===== src/rtl/pong_pkg.sv =====
// pong_pkg: geometry shared by the ball and paddle controllers, plus the
// paddle FSM state encoding. Both controllers import this package so that
// they agree on tile size and playfield extent.
package pong_pkg;

    localparam int PIXEL_SIZE  = 16;  // pixels per tile edge
    localparam int WIDTH       = 40;  // playfield tiles horizontally
    localparam int HEIGHT      = 30;  // playfield tiles vertically
    localparam int TOP_POS_MIN = 1;   // top playfield tile
    localparam int BOT_POS_MAX = 30;  // bottom playfield tile

    typedef enum logic [1:0] {
        PADDLE_IDLE = 2'd0,
        PADDLE_STEP = 2'd1,
        PADDLE_HOLD = 2'd2
    } paddle_state_t;

endpackage


===== src/rtl/button_debounce.sv =====
// button_debounce: 2-flop synchroniser followed by a stable-level filter.
// The output level follows the synchronised input only after the two have
// differed for DEBOUNCE_CYCLES consecutive cycles; any bounce restarts the count.
// Ports:
//   i_Clk    in   clock
//   i_Reset  in   async active-high reset (output forced to released)
//   i_Raw    in   raw asynchronous button, active-high
//   o_Level  out  debounced level
module button_debounce #(
    parameter int DEBOUNCE_CYCLES = 250000
) (
    input  logic i_Clk,
    input  logic i_Reset,
    input  logic i_Raw,
    output logic o_Level
);

    localparam int CW = $clog2(DEBOUNCE_CYCLES + 1);

    logic          r_meta;
    logic          r_sync;
    logic          r_level;
    logic [CW-1:0] r_cnt;

    always_ff @(posedge i_Clk or posedge i_Reset) begin
        if (i_Reset) begin
            r_meta  <= 1'b0;
            r_sync  <= 1'b0;
            r_level <= 1'b0;
            r_cnt   <= '0;
        end else begin
            r_meta <= i_Raw;
            r_sync <= r_meta;
            if (r_sync == r_level) begin
                r_cnt <= '0;
            end else if (r_cnt == CW'(DEBOUNCE_CYCLES - 1)) begin
                // this is the Nth consecutive differing cycle
                r_level <= r_sync;
                r_cnt   <= '0;
            end else begin
                r_cnt <= r_cnt + CW'(1);
            end
        end
    end

    assign o_Level = r_level;

endmodule


===== src/rtl/paddle_ctrl.sv =====
// paddle_ctrl: turns two raw buttons into a debounced, rate-limited, clamped
// paddle-centre tile position and a registered paddle draw strobe.
// Ports:
//   i_Clk          in   pixel/system clock
//   i_Reset        in   async active-high reset
//   i_Up_Raw       in   raw up button
//   i_Down_Raw     in   raw down button
//   i_Game_Active  in   1 = movement enabled
//   i_H_count      in   current pixel column
//   i_V_count      in   current pixel row
//   o_Paddle_Pos   out  paddle centre tile (feeds the ball controller)
//   o_Draw_Paddle  out  1 = current pixel is paddle (1-cycle latency)
module paddle_ctrl #(
    parameter int HMAX            = 800,
    parameter int VMAX            = 525,
    parameter int WIDTH           = pong_pkg::WIDTH,
    parameter int HEIGHT          = pong_pkg::HEIGHT,
    parameter int PIXEL_SIZE      = pong_pkg::PIXEL_SIZE,
    parameter int PADDLE_H_POS    = 5,
    parameter int PADDLE_HALF     = 3,
    parameter int TOP_POS_MIN     = pong_pkg::TOP_POS_MIN,
    parameter int BOT_POS_MAX     = pong_pkg::BOT_POS_MAX,
    parameter int P_INIT          = 15,
    parameter int DEBOUNCE_CYCLES = 250000,
    parameter int MOVE_SPEED      = 1250000
) (
    input  logic                     i_Clk,
    input  logic                     i_Reset,
    input  logic                     i_Up_Raw,
    input  logic                     i_Down_Raw,
    input  logic                     i_Game_Active,
    input  logic [$clog2(HMAX)-1:0]  i_H_count,
    input  logic [$clog2(VMAX)-1:0]  i_V_count,
    output logic [$clog2(WIDTH)-1:0] o_Paddle_Pos,
    output logic                     o_Draw_Paddle
);

    import pong_pkg::*;

    localparam int HW        = $clog2(HMAX);
    localparam int VW        = $clog2(VMAX);
    localparam int PW        = $clog2(WIDTH);
    localparam int SW        = $clog2(MOVE_SPEED + 1);
    // the bottom tile never lies below the playfield height
    localparam int FIELD_BOT = (BOT_POS_MAX < HEIGHT) ? BOT_POS_MAX : HEIGHT;
    localparam int POS_MIN   = TOP_POS_MIN + PADDLE_HALF;
    localparam int POS_MAX   = FIELD_BOT - PADDLE_HALF;
    localparam int H_LO      = (PADDLE_H_POS - 1) * PIXEL_SIZE;
    localparam int H_HI      = PADDLE_H_POS * PIXEL_SIZE;

    logic          w_db_up;
    logic          w_db_dn;
    logic          w_up_req;
    logic          w_dn_req;
    logic          w_lost;
    paddle_state_t r_state;
    logic [SW-1:0] r_cnt;
    logic          r_dir_up;
    logic [PW-1:0] r_pos;
    logic          r_draw;

    button_debounce #(.DEBOUNCE_CYCLES(DEBOUNCE_CYCLES)) u_db_up (
        .i_Clk   (i_Clk),
        .i_Reset (i_Reset),
        .i_Raw   (i_Up_Raw),
        .o_Level (w_db_up)
    );

    button_debounce #(.DEBOUNCE_CYCLES(DEBOUNCE_CYCLES)) u_db_dn (
        .i_Clk   (i_Clk),
        .i_Reset (i_Reset),
        .i_Raw   (i_Down_Raw),
        .o_Level (w_db_dn)
    );

    assign w_up_req = w_db_up & ~w_db_dn;
    assign w_dn_req = w_db_dn & ~w_db_up;
    // request dropped or flipped relative to the direction latched in STEP
    assign w_lost   = r_dir_up ? ~w_up_req : ~w_dn_req;

    always_ff @(posedge i_Clk or posedge i_Reset) begin
        if (i_Reset) begin
            r_state  <= PADDLE_IDLE;
            r_cnt    <= '0;
            r_dir_up <= 1'b0;
            r_pos    <= PW'(P_INIT);
        end else begin
            case (r_state)
                PADDLE_IDLE: begin
                    r_cnt <= '0;
                    if ((w_up_req | w_dn_req) & i_Game_Active)
                        r_state <= PADDLE_STEP;
                end
                PADDLE_STEP: begin
                    // game-active is deliberately ignored here: a step already
                    // committed by IDLE is always applied
                    r_cnt    <= '0;
                    r_dir_up <= w_up_req;
                    if (w_up_req && (r_pos > PW'(POS_MIN)))
                        r_pos <= r_pos - PW'(1);
                    else if (w_dn_req && (r_pos < PW'(POS_MAX)))
                        r_pos <= r_pos + PW'(1);
                    r_state <= PADDLE_HOLD;
                end
                PADDLE_HOLD: begin
                    if (!i_Game_Active || w_lost) begin
                        r_cnt   <= '0;
                        r_state <= PADDLE_IDLE;
                    end else if (r_cnt == SW'(MOVE_SPEED - 1)) begin
                        r_cnt   <= '0;
                        r_state <= PADDLE_STEP;
                    end else begin
                        r_cnt <= r_cnt + SW'(1);
                    end
                end
                default: begin
                    r_cnt   <= '0;
                    r_state <= PADDLE_IDLE;
                end
            endcase
        end
    end

    // Vertical bounds are one bit wider than the counter so pos-HALF-1
    // cannot wrap at the top clamp.
    logic [VW:0] w_pos_ext;
    logic [VW:0] w_v_lo;
    logic [VW:0] w_v_hi;
    logic [VW:0] w_v;
    logic [HW:0] w_h;
    logic        w_in_h;
    logic        w_in_v;

    assign w_pos_ext = (VW+1)'(r_pos);
    assign w_v_lo    = (w_pos_ext - (VW+1)'(PADDLE_HALF + 1)) * (VW+1)'(PIXEL_SIZE);
    assign w_v_hi    = (w_pos_ext + (VW+1)'(PADDLE_HALF)) * (VW+1)'(PIXEL_SIZE);
    assign w_v       = {1'b0, i_V_count};
    assign w_h       = {1'b0, i_H_count};
    assign w_in_h    = (w_h > (HW+1)'(H_LO)) && (w_h < (HW+1)'(H_HI));
    assign w_in_v    = (w_v > w_v_lo) && (w_v < w_v_hi);

    always_ff @(posedge i_Clk or posedge i_Reset) begin
        if (i_Reset) r_draw <= 1'b0;
        else         r_draw <= w_in_h & w_in_v;
    end

    assign o_Paddle_Pos  = r_pos;
    assign o_Draw_Paddle = r_draw;

endmodule

===== config.mk =====
export PLATFORM = sky130hd
export DESIGN_NAME = paddle_ctrl
export DESIGN_NICKNAME = d
export VERILOG_FILES = /design/src/rtl/pong_pkg.sv /design/src/rtl/button_debounce.sv /design/src/rtl/paddle_ctrl.sv
export SDC_FILE = /design/constraint.sdc
export NUM_CORES = 1
export LEC_CHECK = 0
export CAP_MARGIN = 20
export CORE_MARGIN = 5
export CORE_UTILIZATION = 59
export DETAILED_ROUTE_END_ITERATION = 10
export PLACE_DENSITY = 0.81
export SYNTH_ARGS = -nofsm -noshare
export SYNTH_HDL_FRONTEND = slang
export SYNTH_HIERARCHICAL = 1
export SYNTH_SLANG_ARGS = --single-unit

===== constraint.sdc =====
create_clock -name i_Clk -period 3.3 [get_ports i_Clk]
set_input_delay 0.99 -clock i_Clk [delete_from_list [all_inputs] [get_ports i_Clk]]
set_output_delay 0.99 -clock i_Clk [all_outputs]
set_load 0.03 [all_outputs]

# After elaboration in Yosys (flattened, before gate mapping)

Cells that the tools add are included.

Register bits: 73
Bits of input ports: 25
Word-level logic and storage cells: 72
Output and inout port bits: 7

Magnitude comparators: 6
Bitwise logic cells: 11
Multiplexer cells: 14
Add/sub/neg operators: 7
Eq/ne operators: 9
Reduce and logical (&&, ||, !) cells: 12

Operators with widths:

| operator                                                                         | count |
|---|---|
| 18-bit 2-to-1 mux                                                                | 4 |
| 21-bit 2-to-1 mux                                                                | 3 |
| 18-bit by 1-bit adder with 18-bit output, second input constant                  | 2 |
| 18-bit equality test, second input constant                                      | 2 |
| 21-bit by 1-bit adder with 21-bit output, second input constant                  | 1 |
| 21-bit equality test, second input constant                                      | 1 |
| 6-bit 2-to-1 mux                                                                 | 2 |
| 10-bit by 11-bit greater-than comparator with 1-bit output                       | 1 |
| 10-bit by 11-bit < comparator with 1-bit output                                  | 1 |
| 10-bit by 7-bit greater-than comparator with 1-bit output, second input constant | 1 |
| 10-bit by 7-bit < comparator with 1-bit output, second input constant            | 1 |
| 2-bit AND reduction                                                              | 4 |
| 6-bit by 2-bit adder with 7-bit output, second input constant                    | 1 |
| 6-bit by 3-bit subtractor with 7-bit output, second input constant               | 1 |
| 6-bit by 1-bit adder with 6-bit output, second input constant                    | 1 |
| 6-bit by 3-bit greater-than comparator with 1-bit output, second input constant  | 1 |
| 6-bit by 5-bit < comparator with 1-bit output, second input constant             | 1 |
| 2-bit 2-to-1 mux                                                                 | 3 |
| 1-bit inverter                                                                   | 6 |
| 2-bit case mux with 3 select lines                                               | 1 |
| 6-bit by 1-bit subtractor with 6-bit output, second input constant               | 1 |
| 1-bit bitwise AND                                                                | 4 |
| 1-bit logical AND                                                                | 4 |
| 3-bit != test, second input constant                                             | 1 |
| 10 further kinds                                                                 | 11 |

# Depth between registers and ports, before layout

Gate-level depths: netlist of the first run.

Depth in word-level cells: 7
Mapped depth: 11
Depth with buffers taken out: 11

# Modules after synthesis

Netlist of the first run, hierarchy kept.

Modules (own cells, without submodules):

| module          | cells each | times used | area each (um^2) | seq. area each (um^2) |
|---|---|---|---|---|
| paddle_ctrl     | 224        | 1          | 2,144.6          | 780.7 |
| button_debounce | 95         | 2          | 1,012.2          | 525.5 |

# Worst setup path after synthesis of the first run

OpenSTA, ideal clock, no wires.

Path type: register to register
From: register r_pos[0] (netlist: o_Paddle_Pos[0])
To: register r_pos[4] (netlist: o_Paddle_Pos[4])
Data required time: 3.175 ns
Path buffers: 0
Path slack: 0.801 ns
Period minus slack after synthesis: 2.499 ns
Arrival time: 2.374 ns
Stages on the path, launching flop included: 11
Library setup time: 0.125 ns
Cell sequence: dfstp_2 inv_1 ha_1 a2bb2oi_1 o21ai_2 inv_2 ha_1 a21o_1 a21oi_1 xnor2_1 mux2_4

Cells in the longest elaborated chain, start to end: 4
Elaborated cells between the ends (all ways): 10
Those cells by class: add/sub (2); order compare (2); mux (2); reduce/logical (4)

RTL lines:

| item                                                                                                                      | line                                  | RTL |
|---|---|---|
| start: declaration                                                                                                        | paddle_ctrl.sv:59                     | `logic [PW-1:0] r_pos;` |
| start signal: assignment                                                                                                  | paddle_ctrl.sv:86                     | `r_pos <= PW'(P_INIT);` |
| start signal: assignment                                                                                                  | paddle_ctrl.sv:100                    | `r_pos <= r_pos - PW'(1);` |
| start signal: assignment                                                                                                  | paddle_ctrl.sv:102                    | `r_pos <= r_pos + PW'(1);` |
| 6-bit by 3-bit greater-than comparator with 1-bit output or 6-bit by 5-bit < comparator with 1-bit output (tied branches) | paddle_ctrl.sv:99, paddle_ctrl.sv:101 |  |
| 1-bit logical AND, on equally long branches                                                                               | paddle_ctrl.sv:99, paddle_ctrl.sv:101 |  |
| 2-bit nonzero test (no line)                                                                                              | n/a                                   |  |
| 2-bit AND reduction (no line)                                                                                             | n/a                                   |  |

Several ways; a longest one is shown, not always the timed one. The select of a mux whose other input is x is not followed.
A chain may end at the register's enable or synchronous reset.

# Final worst setup path of the first run

From: register r_pos[2] (netlist: o_Paddle_Pos[2])
To: output port o_Paddle_Pos[2]

RTL lines:

| item             | line              | RTL |
|---|---|---|
| end: declaration | paddle_ctrl.sv:34 | `output logic [$clog2(WIDTH)-1:0] o_Paddle_Pos,` |

No word-level cell between the ends.

==> results of run 1 <==
## flip-flops by register name, summed over array words and instances, names as in the netlist
name / cells
o_Draw_Paddle: 1
r_state: 2
u_db_dn/r_meta: 1
u_db_dn/r_cnt: 18
u_db_dn/r_sync: 1
r_dir_up: 1
u_db_up/r_meta: 1
u_db_up/r_cnt: 18
r_cnt: 21
u_db_up/r_sync: 1
o_Paddle_Pos: 6
u_db_dn/o_Level: 1
u_db_up/o_Level: 1
## where the power goes
group	switching [mW]	leakage, nW	internal, mW
clock network	0.337	0.103	0.371
logic	0.0421	0.968	0.0411
registers	0.00781	0.991	0.902
total	0.387	2.06	1.31
## logic make-up (layout without fill, tap and decap cells)
logic type	after synthesis	count (layout)	synth area share [%]
flops	73	73	43.9
xor+xnor	59	59	12.4
fa+ha+maj	28	28	8.58
mux	7	7	1.89
buf+inv	27	67	3.12
compound gates	37	37	7.02
simple gates	183	183	23.0
## metrics by stage
step	power, mW	instances	util (%)	hold slack (ns)	instance area, µm²
floorplan	0.970	414	-	0.331	4170
global placement	1.01	534	66.6	0.351	4550
detailed placement	1.01	534	66.6	0.336	4550
CTS	1.72	550	69.5	0.354	4750
global route	1.77	550	69.5	0.387	4750
finish	1.70	550	69.5	0.352	4750
## synthesized netlist by cell type, types with 8 or more instances
cell	number	area (µm²)
nor4_1	8	50.1
a21oi_1	9	45.0
nand4_1	17	106
nand3_1	24	120
xor2_1	35	307
nor2_1	63	236
inv_1	18	67.6
nand2_1	22	82.6
ha_1	27	338
dfrtp_1	69	1730
xnor2_1	24	210
nor3_1	8	40.0
## cells in the final DEF, fill, tap and decap left out, drive strengths merged, types with 4 or more instances in the layout
cell type,instances
dfrtp,69
nor2,63
xor2,35
clkdlybuf4s50,31
ha,27
xnor2,24
nand3,24
nand2,22
inv,20
nand4,17
and4,11
clkbuf,10
a21oi,9
nor4,9
o21ai,9
nor3,8
nor2b,5
a21o,5
nand2b,4
and3,4
dfstp,4
mux2,4
or4,4
## area by class of cell
cell class	instances	area share (%)
timing repair buffer	32	6.69
tap	96	2.53
clock inverter	6	1.37
clock buffer	10	2.90
inverter	19	1.50
sequential	73	38.6
multi-input combinational	314	46.5
## worst paths after layout
check | cells after the start | slack (ns) | endpoint
max | 1 | 0.60 | o_Paddle_Pos[2]
min | 0 | 0.35 | u_db_dn/r_sync$_DFF_PP0_
max reg2reg | 11 | 0.70 | o_Paddle_Pos[5]$_DFFE_PP0P_
min reg2reg | 0 | 0.35 | u_db_dn/r_sync$_DFF_PP0_
max in group asynchronous | 2 | 1.66 | u_db_dn/r_cnt[11]$_DFF_PP0_
min in group asynchronous | 3 | 1.11 | r_dir_up$_DFFE_PP0P_
## layer usage
layer / vias to the layer above / share of wire (%)
li1: 1527 / -
met1: 1458 / 46
met2: 64 / 48
met3: 13 / 4.1
met4: 0 / 1.5
met5: - / 0
==> out/qor.yml, run 1 <==
worst_setup_path:
  cp_num_buf_inv: 1
  slowest_stage: "clkdlybuf4s50_1"
  path_cells: "clkdlybuf4s50_1"
  criticalPathCategory: "reg2out"
  startpoint: "o_Paddle_Pos[2]$_DFFE_PP1P_"
  slowest_delay_ns: 0.71
  r2r_start: "o_Paddle_Pos[0]$_DFFE_PP1P_"
  end_kind: "output pin"
  crit_fanout: 11
  crit_arrival_ns: 1.71
  crit_family: "buffers and inverters"
  crit_path_start_kind: "register"
  critPathRequiredTime_ns: 2.31
clocking:
  cts_sinks: 73
  cts.clk_slew.worst_paths_ns: 0.07
  numCtsBuffers: 9
  worst_skew_pair.late_latency_ns: 0.34
  htree_num_levels: 3
  cts_resized: 0
  post-cts-setup-buffer-count: 0
  clockRootBuffer: "clkbuf_8"
  cts_tree: "built"
  hold_buffers: 0
  clock_path_buffers: 2
synthesis:
  synthCells: 414
  syn_area_per_cell_um2: 10.1
  async_reset_ff_share_pct: 100
  ys.flop_type: "dfrtp_1"
  syn_nets: 467
  netlist-cell-type-count: 51
  ys_ff_latch: 73
  ys_warn_count: 6
  synth_edf_count: 0
  yosysSeqAreaShare_pct: 43.9
  netlist_area_mm2: 0.00417
layout:
  n_antenna_cell: 0
  fin_nets: 502
  fillerInstances: 551
  multi_input_area_mm2: 0.00221
  ff_latch_area_mm2: 0.00183
  syn2layout_area_growth_pct: 14.0
  drive_above_1_share_pct: 8.37
timing:
  fin_tns_setup_ns: 0
  period_share_pct: 82.0
  fmax_mhz: 370
  worst_slack_ns: 0.595
  maxSlewViolCount: 0
  min_period_ns: 2.70
  rsz0062_at_grt: "false"
  tightestPinTransition_ns: 0.971
  relSlewSlack_pct: 35.0
  setup_viol: 0
  finClkSkew_ns: 0.00909
  hold_viol: 0
grt:
  use_met2_pct: 31.2
  overflow: 0
  grtUsageTotal_pct: 19.4
  grt_use_met1_pct: 25.3
  grt_pass1_wl_um: 13600
  top_usage_layer: "met2"
  met3_usage_pct: 3.61
  antenna_found_initial: 0
  grt_max_degree: 32
  grt_pass1_vias: 3039
die:
  fp.dieW_um: 94.1
  die_h_um: 94.1
  row_count: 30
  fp.coreArea_mm2: 0.00683
  dieArea_mm2: 0.00885
  start_util_pct: 61.0
  io_pins: 32
routing:
  avgViaCountPerCell: 5.57
  first_iter_violations: 132
  wl_per_cell_um: 14.2
  remaining_drc_errors: 0
  drt_first_pass_iters: 4
  ant_nets: 0
  vias: 3062
  wirelength_um: 7810
outcome:
  outcome: "complete, no violations"
worst_hold_path:
  worstHoldStart: "u_db_dn/r_meta$_DFF_PP0_"
  min_path_type: "reg2reg"
power:
  ir_drop_v: 0.000251
  leakagePower_nw: 2.06
  powerDensity_mw_per_mm2: 358
place:
  dp_slack_ns: 0.623
  hpwl_um: 5590
  io_buffers: 31
  gp_congestion: 0.866
run:
  max_cap_viol_count: 0
No activity file was read; power rests on OpenSTA's default activity.
==> run 2: changes to the inputs <==
CORE_UTILIZATION = 53   (was 59)
PLACE_DENSITY = 0.77   (was 0.81)
clock period = 2.3 ns   (was 3.3 ns; I/O delays follow)
==> out/qor.yml, run 2 (synthesized netlist as in run 1, its figures left out) <==
routing:
  top_layer: "met4"
  met3WireLength_um: 282
  m1WireLength_um: 3610
  dr_wl_met2_um: 4300
  wirelength_um: 8350
  vias: 3168
  ant_nets: 0
  drt_first_pass_iters: 4
  remaining_drc_errors: 0
  avgViaCountPerCell: 5.52
  wl_per_cell_um: 14.6
  first_iter_violations: 77
timing:
  hold_viol: 0
  period_share_pct: 97.4
  min_period_ns: 2.24
  maxSlewViolCount: 0
  finClkSkew_ns: 0.0109
  relSlewSlack_pct: 72.2
  setup_viol: 0
  fmax_mhz: 446
  tightestPinTransition_ns: 0.414
  rsz0062_at_grt: "true"
clocking:
  hold_buffers: 0
  numCtsBuffers: 9
  cts_sinks: 73
  htree_num_levels: 3
  clock_path_buffers: 2
  cts_tree: "built"
  clockRootBuffer: "clkbuf_8"
  worst_skew_pair.late_latency_ns: 0.35
  cts.clk_slew.worst_paths_ns: 0.08
grt:
  antenna_found_initial: 0
  grtUsageTotal_pct: 18.4
  grt_max_degree: 32
  overflow: 0
  grt_pass1_wl_um: 14800
  grt_pass1_vias: 3215
worst_setup_path:
  slowest_stage: "dfstp_4"
  end_kind: "output pin"
  crit_path_start_kind: "register"
  slowest_delay_ns: 0.64
  critPathRequiredTime_ns: 1.61
  crit_fanout: 10
  path_cells: "buf_8 -> dlygate4sd2_1"
  crit_arrival_ns: 1.55
  crit_family: "flip-flops"
  criticalPathCategory: "reg2out"
  cp_num_buf_inv: 2
worst_hold_path:
  min_path_type: "reg2reg"
layout:
  fin_cells: 574
  final_common_cell: "dfrtp_1"
  fin_area_mm2: 0.00500
  syn2layout_area_growth_pct: 20.0
  largest_reg_flops: 21
  fin_nets: 520
  n_antenna_cell: 0
  reg.largest.list: "r_cnt x21, u_db_dn/r_cnt x18, u_db_up/r_cnt x18"
  final_cell_mix: "69 x dfrtp_1, 63 x nor2_1, 35 x xor2_1"
  top_register: "r_cnt"
  drive_above_1_share_pct: 15.5
die:
  start_util_pct: 54.2
  dieArea_mm2: 0.00974
  die_h_um: 98.7
  row_count: 32
  fp.dieW_um: 98.7
  fp.coreArea_mm2: 0.00769
  io_pins: 32
power:
  powerDensity_mw_per_mm2: 485
  leakagePower_nw: 2.19
  ir_drop_v: 0.000451
place:
  placed_area_mm2: 0.00473
  hpwl_um: 6100
  gp_congestion: 0.829
  io_buffers: 31
  dp_cells: 556
run:
  max_cap_viol_count: 0
outcome:
  outcome: "complete, no violations"
[run 2: cell types whose count changed in the layout (fill, tap and decap cells not counted), sizes merged]
cell | before | now
buf | 1 | 19
clkbuf | 10 | 9
clkdlybuf4s50 | 31 | 26
clkinvlp | 1 | 3
dlygate4sd2 | 0 | 4
dlymetal6s2s | 0 | 1
inv | 20 | 19
[run 2: path summary, 6_finish.rpt]
check                                       startpoint                          end  slack (ns)  cells past startpoint
hold reg to reg               u_db_dn/r_meta$_DFF_PP0_     u_db_dn/r_sync$_DFF_PP0_        0.35                      0
hold / removal                u_db_dn/r_meta$_DFF_PP0_     u_db_dn/r_sync$_DFF_PP0_        0.35                      0
min in group asynchronous                      i_Reset  u_db_up/r_cnt[16]$_DFF_PP0_        0.79                      3
setup reg to reg           o_Paddle_Pos[2]$_DFFE_PP1P_  o_Paddle_Pos[4]$_DFFE_PP0P_        0.07                      9
setup / recovery           o_Paddle_Pos[2]$_DFFE_PP1P_              o_Paddle_Pos[2]        0.06                      2
max in group asynchronous                      i_Reset  o_Paddle_Pos[0]$_DFFE_PP1P_        1.14                      3
[run 2: power breakdown]
group	internal (mW)	leakage (nW)	switching, mW
clock network	0.498	0.0912	0.492
registers	1.29	0.992	0.0118
logic	0.0667	1.10	0.0626
total	1.86	2.19	0.567
[run 2: final cells by class]
type | instances | area (µm²)
Fill cell | 614 | 2690
Multi-Input combinational cell | 314 | 2310
Sequential cell | 73 | 1840
Timing Repair Buffer | 50 | 458
Tap cell | 102 | 128
Clock buffer | 9 | 124
Inverter | 19 | 76.3
Clock inverter | 7 | 71.3
[run 2: per-layer routing]
metal  track usage [%]  up-vias
li1                  -     1555
met1              22.8     1551
met2              31.6       46
met3              5.31       16
met4              4.94        0
met5                 0        -
[run 2: metrics by stage]
step	setup slack (ns)	setup TNS, ns	hold slack, ns	utilization, %	power, mW
2_1_floorplan	-0.00417	-0.00417	0.331	-	1.39
3_3_place_gp	-0.0617	-0.0617	0.335	61.6	1.46
5_1_grt	-0.0705	-0.0811	0.372	65.1	2.53
4_1_cts	0.00454	0	0.358	64.1	2.46
3_5_place_dp	-0.0830	-0.0830	0.339	61.6	1.46
6_report	0.0598	0	0.355	65.1	2.43
[run 2: repair_timing]
item	in CTS	in global routing
setup endpoints to repair	6	3
gates cloned	0	0
pin swaps	1	11
gates resized for setup	5	15
setup buffers	0	2
==> run 3: changes to the inputs <==
CORE_UTILIZATION = 59   (was 53)
DONT_BUFFER_PORTS = 1   (was not set)
PLACE_DENSITY = 0.76   (was 0.77)
clock period = 2.4 ns   (was 2.3 ns; I/O delays follow)
==> out/qor.yml, run 3 (synthesized netlist as in run 1, its figures left out) <==
power:
  ir_drop_v: 0.000348
  p_int_mw: 1.85
  leakagePower_nw: 2.04
  seqPwrFrac_pct: 52.7
  powerDensity_mw_per_mm2: 516
  power_frac_clock_pct: 44.1
  power.switching_mw: 0.524
  power_frac_comb_pct: 3.3
  switching_share_pct: 22.1
worst_setup_path:
  critPathRequiredTime_ns: 2.66
  crit_fanout: 5
  criticalPathCategory: "reg2reg"
  rrSetupSlack_ns: 0.14
  crit_path_start_kind: "register"
  crit_end: "o_Paddle_Pos[5]$_DFFE_PP0P_"
  rr_endpoint: "o_Paddle_Pos[5]$_DFFE_PP0P_"
  rr_worst_depth: 11
  end_kind: "register"
  crit_arrival_ns: 2.51
  startpoint: "o_Paddle_Pos[2]$_DFFE_PP1P_"
  r2r_start: "o_Paddle_Pos[2]$_DFFE_PP1P_"
routing:
  wl_per_cell_um: 14.3
  remaining_drc_errors: 0
  wirelength_um: 7650
  vias: 2967
  drt_first_pass_iters: 4
  avgViaCountPerCell: 5.55
  ant_nets: 0
  first_iter_violations: 59
die:
  io_pins: 32
  die_h_um: 94.1
  fp.dieW_um: 94.1
  row_count: 30
  fp.coreArea_mm2: 0.00683
  start_util_pct: 61.0
  dieArea_mm2: 0.00885
timing:
  period_share_pct: 94.1
  maxSlewViolCount: 0
  min_period_ns: 2.26
  worst_slack_ns: 0.143
  fmax_mhz: 443
  finClkSkew_ns: 0.00673
  hold_viol: 0
  tightestPinTransition_ns: 0.791
  setup_viol: 0
  relSlewSlack_pct: 47.2
layout:
  n_antenna_cell: 0
  drive_above_1_share_pct: 13.7
  ff_latch_area_mm2: 0.00183
  top_register: "r_cnt"
  fin_nets: 487
  syn2layout_area_growth_pct: 10.4
  final_core_utilization_pct: 67.4
  largest_reg_flops: 21
  reg.largest.list: "r_cnt x21, u_db_dn/r_cnt x18, u_db_up/r_cnt x18"
  final_common_cell: "dfrtp_1"
  final_cell_mix: "69 x dfrtp_1, 63 x nor2_1, 35 x xor2_1"
  fillerInstances: 542
  multi_input_area_mm2: 0.00223
clocking:
  worst_skew_pair.late_latency_ns: 0.35
  clock_path_buffers: 2
  hold_buffers: 0
  clockRootBuffer: "clkbuf_8"
  cts.clk_slew.worst_paths_ns: 0.07
  cts_tree: "built"
  htree_num_levels: 3
  cts_sinks: 73
  numCtsBuffers: 9
grt:
  use_met2_pct: 31.0
  grt_pass1_wl_um: 13200
  top_usage_layer: "met2"
  grt_pass1_vias: 2914
  grtUsageTotal_pct: 18.9
  grt_use_met1_pct: 23.6
  met3_usage_pct: 4.57
  grt_max_degree: 32
  antenna_found_initial: 0
  overflow: 0
place:
  dp_slack_ns: 0.0354
  gp_congestion: 0.833
  hpwl_um: 5560
  io_buffers: 0
worst_hold_path:
  min_path_type: "in2async"
outcome:
  outcome: "complete, no violations"
run:
  max_cap_viol_count: 0
run 3: cell count changes in the layout (fill, tap and decap cells not counted), moves of 2 or more:
| cell | before | now |
|---|---|---|
| ha_4 | 5 | 1 |
| ha_1 | 21 | 26 |
| clkinvlp_4 | 3 | 1 |
| clkdlybuf4s50_1 | 26 | 0 |
| dlygate4sd2_1 | 4 | 0 |
| inv_4 | 2 | 0 |
run 3: through the flow:
step | total power [mW] | hold WS (ns) | setup TNS [ns] | instances | instance area [µm²]
after floorplan | 1.33 | 0.331 | 0 | 414 | 4180
after global placement | 1.35 | 0.333 | 0 | 516 | 4340
after detailed placement | 1.36 | 0.336 | 0 | 516 | 4340
after CTS | 2.42 | 0.335 | 0 | 532 | 4560
after global routing | 2.48 | 0.366 | -0.0621 | 535 | 4600
final | 2.38 | 0.341 | 0 | 535 | 4600
run 3: repair_timing:
item	CTS	global route
setup buffers	0	3
setup endpoints to repair	0	2
gates resized for setup	0	4
run 3: worst min-delay path by stage:
stage / slack, ns / cells after the start / start / end
floorplan: 0.33 / 0 / u_db_dn/r_meta$_DFF_PP0_ / u_db_dn/r_sync$_DFF_PP0_
global placement: 0.33 / 0 / u_db_up/r_meta$_DFF_PP0_ / u_db_up/r_sync$_DFF_PP0_
detailed placement: 0.34 / 0 / u_db_dn/r_meta$_DFF_PP0_ / u_db_dn/r_sync$_DFF_PP0_
CTS: 0.34 / 2 / i_Reset / o_Draw_Paddle$_DFF_PP0_
global route: 0.37 / 0 / u_db_dn/r_meta$_DFF_PP0_ / u_db_dn/r_sync$_DFF_PP0_
finish: 0.34 / 2 / i_Reset / r_cnt[12]$_DFF_PP0_
run 3: critical path, cell delays in order (launching register included):
cell and delay (ns):
dfstp_2 0.53, ha_1 0.15, a2bb2oi_2 0.06, o21ai_2 0.19, inv_2 0.09, buf_4 0.14, ha_1 0.31, o21ai_0 0.09
o21bai_1 0.18, a21oi_2 0.09, and2_0 0.14, a211oi_1 0.20
run 3: routing by layer:
layer | up-vias | share of wire (%)
li1 | 1493 | -
met1 | 1406 | 45
met2 | 53 | 48
met3 | 15 | 4.0
met4 | 0 | 2.1
met5 | - | 0
run 3: cell type report:
class	count	area share (%)
Multi-Input combinational cell	314	48.5
Timing Repair Buffer	17	2.77
Inverter	19	1.55
Tap cell	96	2.61
Sequential cell	73	39.8
Clock buffer	9	2.69
Clock inverter	7	2.07
run 3: power by group through the flow:
stage	Combinational, mW	Clock (mW)	Sequential, mW
floorplan	0.0612	0	1.27
global placement	0.0780	0	1.27
detailed placement	0.0803	0	1.28
CTS	0.0806	1.09	1.25
global route	0.0931	1.14	1.25
finish	0.0776	1.05	1.25
